## config.mk

```make
export PLATFORM = sky130hd
export DESIGN_NAME = hazard_unit
export DESIGN_NICKNAME = d
export VERILOG_FILES = /design/src/rtl/hazard_unit.sv
export SDC_FILE = /design/constraint.sdc
export NUM_CORES = 1
export LEC_CHECK = 0
export ABC_AREA = 0
export CAP_MARGIN = 20
export CORE_ASPECT_RATIO = 0.75
export CORE_MARGIN = 2
export CORE_UTILIZATION = 49
export CTS_BUF_LIST = sky130_fd_sc_hd__clkbuf_2
export DETAILED_ROUTE_END_ITERATION = 8
export PLACE_DENSITY = 0.88
export SETUP_SLACK_MARGIN = 0.3
export SLEW_MARGIN = 20
export SYNTH_ARGS = -nofsm -noshare
export SYNTH_HDL_FRONTEND = slang
export SYNTH_SLANG_ARGS = --single-unit
```

## constraint.sdc

```tcl
create_clock -name CLK -period 2.6 [get_ports CLK]
set_input_delay 0.39 -clock CLK [delete_from_list [all_inputs] [get_ports CLK]]
set_output_delay 0.39 -clock CLK [all_outputs]
set_load 0.03 [all_outputs]
```

## src/rtl/hazard_unit.sv

```systemverilog
// hazard_unit: pipeline stall/flush control with data-wait and halt FSM.
// Outputs are combinational from state and inputs; only the state and counters are registered.
module hazard_unit (
    input  logic        CLK,
    input  logic        nRST,
    input  logic        ihit,
    input  logic        dhit,
    input  logic        ex_mem_dREN,
    input  logic        ex_mem_dWEN,
    input  logic        ex_mem_pcsrc,
    input  logic        id_ex_dREN,
    input  logic [4:0]  id_ex_regtbw,
    input  logic [4:0]  if_id_rs,
    input  logic [4:0]  if_id_rt,
    input  logic        mem_wb_halt,
    output logic        pc_en,
    output logic        if_id_en,
    output logic        id_ex_en,
    output logic        ex_mem_en,
    output logic        mem_wb_en,
    output logic        if_id_flush,
    output logic        id_ex_flush,
    output logic        ex_mem_flush,
    output logic        halted,
    output logic [31:0] stall_cnt,
    output logic [31:0] flush_cnt
);
    typedef enum logic [1:0] {RUN, DWAIT, HALTED} state_t;

    state_t      state_q, state_d;
    logic [31:0] stall_cnt_q, flush_cnt_q;
    logic        stall_inc, flush_inc;
    logic        dpend, loaduse;

    assign dpend   = (ex_mem_dREN | ex_mem_dWEN) & ~dhit;
    assign loaduse = id_ex_dREN & (id_ex_regtbw != 5'd0) &
                     ((id_ex_regtbw == if_id_rs) | (id_ex_regtbw == if_id_rt));

    always_comb begin
        state_d      = state_q;
        pc_en        = 1'b0;
        if_id_en     = 1'b0;
        id_ex_en     = 1'b0;
        ex_mem_en    = 1'b0;
        mem_wb_en    = 1'b0;
        if_id_flush  = 1'b0;
        id_ex_flush  = 1'b0;
        ex_mem_flush = 1'b0;
        halted       = 1'b0;
        stall_inc    = 1'b0;
        flush_inc    = 1'b0;
        if (!nRST) begin
            state_d = RUN;
        end else if (state_q == HALTED) begin
            halted = 1'b1;
        end else if (mem_wb_halt) begin
            halted  = 1'b1;
            state_d = HALTED;
        end else if (dpend) begin
            state_d   = DWAIT;
            stall_inc = 1'b1;
        end else begin
            state_d   = RUN;
            pc_en     = 1'b1;
            if_id_en  = 1'b1;
            id_ex_en  = 1'b1;
            ex_mem_en = 1'b1;
            mem_wb_en = 1'b1;
            if (ex_mem_pcsrc) begin
                // wrong-path instructions are squashed even if the fetch is still outstanding
                pc_en        = ihit;
                if_id_flush  = 1'b1;
                id_ex_flush  = 1'b1;
                ex_mem_flush = 1'b1;
                flush_inc    = 1'b1;
            end else if (loaduse) begin
                pc_en       = 1'b0;
                if_id_en    = 1'b0;
                id_ex_flush = 1'b1;
            end else if (!ihit) begin
                pc_en       = 1'b0;
                if_id_flush = 1'b1;
            end
            stall_inc = ~pc_en;
        end
    end

    always_ff @(posedge CLK or negedge nRST) begin
        if (!nRST) begin
            state_q     <= RUN;
            stall_cnt_q <= 32'd0;
            flush_cnt_q <= 32'd0;
        end else begin
            state_q <= state_d;
            if (stall_inc && !(&stall_cnt_q)) stall_cnt_q <= stall_cnt_q + 32'd1;
            if (flush_inc && !(&flush_cnt_q)) flush_cnt_q <= flush_cnt_q + 32'd1;
        end
    end

    assign stall_cnt = stall_cnt_q;
    assign flush_cnt = flush_cnt_q;
endmodule

```

== After elaboration in Yosys (flattened, before gate mapping) ==
Index checks and enable logic that the tools add are counted.

* Latch bits: 0
* Memories kept: 0
* Output and inout bits: 73
* Bits in read-only memories: 0
* RAM bits: 0
* Bits in registers: 66

* Eq/ne operators: 4
* Muxes and demuxes: 50
* Magnitude comparators: 0
* Div/mod/pow operators: 0
* Shift operators: 0
* $mul: 0
* Reduce and logical (&&, ||, !) cells: 7
* Bitwise gates (word level): 7
* Add/subtract/negate cells: 2

{| class="wikitable"
|+ Operators with widths
! kind !! count
|-
| $add A32 B1 Y32 const B || 2
|-
| $reduce_and A32 Y1 || 2
|-
| $mux W1 || 47
|-
| $eq A5 B5 Y1 || 2
|-
| $mux W2 || 3
|-
| $reduce_bool A5 Y1 || 1
|-
| $and A1 B1 Y1 || 3
|-
| $eq A2 B2 Y1 const B || 1
|-
| $logic_and A1 B1 Y1 || 2
|-
| $logic_not A1 Y1 || 2
|-
| $ne A2 B2 Y1 const B || 1
|-
| $not A1 Y1 || 2
|-
| $or A1 B1 Y1 || 2
|}

== Depth between registers and ports, before layout ==
* Depth in word-level cells: 15
* Depth in mapped cells: 9
* Depth with buffers taken out: 7

== Worst setup path after synthesis ==
OpenSTA, ideal clock, no wires.

* Kind: input-to-reg
* Start: in ex_mem_dWEN
* End: reg flush_cnt_q[10], in the netlist flush_cnt[10]
* Stages: 7
* Setup time: 0.134 ns
* Path slack: 0.313 ns
* Data arrival time: 2.153 ns
* Buffers on the path: 1
* Path through: o21bai_1 and4bb_2 and2_1 a21boi_2 buf_2 nand4_1 xnor2_1

* Longest elaborated chain between the ends: 7

{| class="wikitable"
|+ RTL lines
! element !! RTL line !! source
|-
| from (decl) || 9 || <nowiki>input logic ex_mem_dWEN,</nowiki>
|-
| $or A1 B1 Y1 || 35 || <nowiki>assign dpend = (ex_mem_dREN | ex_mem_dWEN) & ~dhit;</nowiki>
|-
| $and A1 B1 Y1 || 35 ||
|-
| $mux W1 (4 in series) || n/a ||
|-
| net ex_mem_flush || 23 || <nowiki>output logic ex_mem_flush,</nowiki>
|-
| $logic_and A1 B1 Y1 || 96 || <nowiki>if (flush_inc && !(&flush_cnt_q)) flush_cnt_q <= flush_cnt_q + 32'd1;</nowiki>
|-
| to (signal assigned) || 96 ||
|-
| to (decl) || 31 || <nowiki>logic [31:0] stall_cnt_q, flush_cnt_q;</nowiki>
|}

The timed path passes the listed nets, and every way through them passes these cells.
A chain may end at the register's enable or synchronous reset.

== Final worst setup path ==
* Start: in id_ex_regtbw[1]
* End: out pc_en

* Longest elaborated chain between the ends: 13
* Elaborated cells on any way between the ends: 16

{| class="wikitable"
|+ RTL lines
! element !! RTL line !! source
|-
| from (decl) || 12 || <nowiki>input logic [4:0] id_ex_regtbw,</nowiki>
|-
| $eq A5 B5 Y1 or $reduce_bool A5 Y1 (tied branches) || 37, 36 ||
|-
| $or A1 B1 Y1 or $and A1 B1 Y1 (tied branches) || 37, 36 ||
|-
| $and A1 B1 Y1 (*) || 36 || <nowiki>assign loaduse = id_ex_dREN & (id_ex_regtbw != 5'd0) &</nowiki>
|-
| $mux W1 (*) || 76 || <nowiki>end else if (loaduse) begin</nowiki>
|-
| $mux W1 (*) || 69 || <nowiki>if (ex_mem_pcsrc) begin</nowiki>
|-
| $mux W1 (*) || 59 || <nowiki>end else if (dpend) begin</nowiki>
|-
| $mux W1 (*) || 56 || <nowiki>end else if (mem_wb_halt) begin</nowiki>
|-
| $mux W1 (*) || 54 || <nowiki>end else if (state_q == HALTED) begin</nowiki>
|-
| $mux W1 (*) || 52 || <nowiki>if (!nRST) begin</nowiki>
|-
| $mux W1 (*) || 59 ||
|-
| $mux W1 (*) || 56 ||
|-
| $mux W1 (*) || 54 ||
|-
| $mux W1 (*) || 52 ||
|-
| to (decl) || 16 || <nowiki>output logic pc_en,</nowiki>
|}

Every way passes the cells marked *; elsewhere a longest branch is shown, timed or not. The select of a mux whose other input is x is not followed.

==> summary.md <==
| Metric | Value |
|---|---|
| Status | `completed` |
| Synth Flop Type | `dfrtp_1` |
| Endpoints failing hold | `0` |
| Crit-path cells | `dlygate4sd2_1 -> or4_4 -> o21ai_4 -> nand2b_4 -> o21ai_4 -> nor2_2 -> buf_4` |
| First-pass DRT Iterations | `4` |
| Area delta synth->final | `41.1%` |
| Global route overflow | `0` |
| CP delay by family, top | `simple AND/OR/NAND/NOR gates` |
| Initial antenna violation count | `0` |
| WP data required | `2210 ps` |
| Number of synthesized flops with an enable pin | `0` |
| Placer Congestion | `0.836` |
| Most area-consuming cells after synthesis | `dfrtp_1, xnor2_1, xor2_1` |
| Hpwl dp | `5.95 mm` |
| # diodes | `0` |
| Die footprint | `7600 um^2` |
| Synthesized instance count | `316` |
| Sequential share of the synthesized area | `48.7%` |
| Die width | `100 um` |
| Layout cells sized above 1 | `16.2%` |
| Post-synth top area cell | `dfrtp_1` |
| Root Driver | `clkbuf_2` |
| Async SR Flop Fraction | `100%` |
| Syn avg cell area | `10.7 um^2` |
| Measured slew at the worst slew-check pin | `691 ps` |
| Iter 0 DRT Violations | `97` |
| PD cells | `526 nW/um^2` |
| Fin nets | `458` |
| Dpl cells | `496` |
| Initial Utilization | `50.1%` |
| DRC Markers | `0` |
| TritonCTS buffer count | `9` |
| Setup Viol. Count Final | `0` |
| Port Buf Inserts | `96` |
| Height of the die | `76.0 um` |
| Leak pwr | `2.14 nW` |
| HP Class | `in2async` |
| CP most frequent cell | `o21ai_4` |
| Worst Path Max Fanout | `3` |
| Synthesized flop and latch total | `66` |
| Peak VDD IR | `0.495 mV` |
| Final Non-Filler Cells | `521` |
| Net Count, Synth | `342` |
| Clock skew | `14.5 ps` |
| CTS max path bufs | `2` |
| CTS tree | `built` |
| Slowest stage delay, CP | `550 ps` |
| Critical path's slowest cell | `or4_4` |
| Setup crit start kind | `primary input` |
| CP arrival | `1910 ps` |
| Crit. End Element | `output pin` |
| Clock sinks | `66` |
| CP Class | `in2out` |
| Global Route Usage Sum | `23.0%` |
| Max frequency | `0.434 GHz` |
| Wire length per cell | `16.6 um` |
| Vias | `2847` |
| RSZ-0062 raised after global routing | `true` |
| Top-count cell post-synth | `dfrtp_1` |
| I/O pin count | `97` |
| H-Tree Depth | `3` |
| First-pass GRT wire length | `13.9 mm` |
| Post-route ant nets | `0` |
| Synthesized area | `3390 um^2` |
| Hold_ws | `142 ps` |
| Min cycle time layout | `2300 ps` |
| Max cap viols | `0` |
| Vias in the first global route | `2768` |
| Worst-skew pair later-pin latency | `490 ps` |
| Clk pin slew, worst setup/hold paths | `180 ps` |
| Slew Limit Fails | `0` |
| Via/cell ratio | `5.46` |
| Synth top cells by count | `dfrtp_1, xnor2_1, xor2_1, nand2_1, nand4_1` |
| Total Wirelength | `8.63 mm` |
| Post-synth top area share | `48.7%` |
| Post-route clock period utilization | `88.6%` |
| Rel. slew slack | `53.8%` |
| Cell variety after synth | `43` |
| Yosys warning count | `0` |
| Largest net degree at the start of global routing | `52` |
| Row count | `26` |
| Core ar. | `6770 um^2` |
| Bufs and invs on worst path | `2` |
-- routing by layer --
metal	vias to the layer above	wire length, um	share of wire, %	GRT usage (%)
met5	-	0	0	0
met4	0	61	0.71	4.52
met3	7	554	6.4	7.71
met2	85	4210	49	37.2
met1	1403	3800	44	30.6
li1	1352	-	-	-
-- placed cells by master, fill, tap and decap left out, types with 7 or more instances in the layout --
cell / n
xor2_1: 33
and4_1: 7
buf_4: 23
dfrtp_1: 66
clkbuf_2: 10
nor2_1: 7
clkdlybuf4s50_1: 81
nand3_1: 18
nor3_1: 11
and3_1: 17
nand4_1: 22
nor4b_2: 7
nand2_1: 23
xnor2_1: 38
nor4_1: 7
-- worst paths after layout --
kind                                       from            end  slack [ps]  cells past startpoint
worst max register to register     stall_cnt[0]  stall_cnt[25]         430                      8
worst max-delay path            id_ex_regtbw[1]          pc_en         300                      7
worst min-delay path                       nRST  stall_cnt[25]         140                      3
worst min register to register    stall_cnt[12]  stall_cnt[12]         500                      1
min in group CLK                           nRST     state_q[1]         250                      3
max in group asynchronous                  nRST  flush_cnt[20]        1560                      3
-- area by class of cell --
cell class                 instances  area (um^2)
fill                             519         1990
timing repair buffer             116         1120
sequential                        66         1650
clock inverter                     6         81.3
inverter                           5         18.8
clock buffer                      10         50.0
tap                               84          105
multi-input combinational        234         1750
-- power breakdown --
group	switching (W)	total [W]	internal, W
sequential	0.000107	0.00121	0.00111
combinational	0.000329	0.000615	0.000287
clock	0.000370	0.000686	0.000316
total	0.000805	0.00251	0.00171
-- metrics by stage --
stage	setup TNS, ps	setup WS (ps)	util [%]	power, W	instance area, um^2
final	0	296	70.7	0.00251	4780
after global routing	0	245	70.7	0.00264	4780
after CTS	0	298	68.5	0.00250	4630
after detailed placement	-23.5	-9.22	66.1	0.00181	4470
after global placement	0	24.2	66.1	0.00179	4470
after floorplan	0	313	-	0.00152	3390
-- tightest hold or removal path, stage by stage --
cell,delay (ps)
buf_2,100
buf_4,130
buf_4,530
-- sequential cells by signal (all words and copies together) (netlist names) --
register,count
flush_cnt,32
state_q,2
stall_cnt,32
-- logic make-up after synthesis --
group / after synthesis / share of synthesized area (%)
flops: 66 / 48.7
xor+xnor: 71 / 18.4
fa+ha+maj: 2 / 0.738
mux: 3 / 0.997
buf+inv: 16 / 2.55
compound gates: 12 / 2.51
simple gates: 146 / 26.1
-- what timing repair did --
action / CTS / global route
hold endpoints to repair: 15 / 0
buffers inserted: 1 / 7
hold buffers: 1 / 0
gates resized for setup: 11 / 19
setup endpoints to repair: 8 / 34
pin swaps: 1 / 5
(Power assumes the default switching activity.)
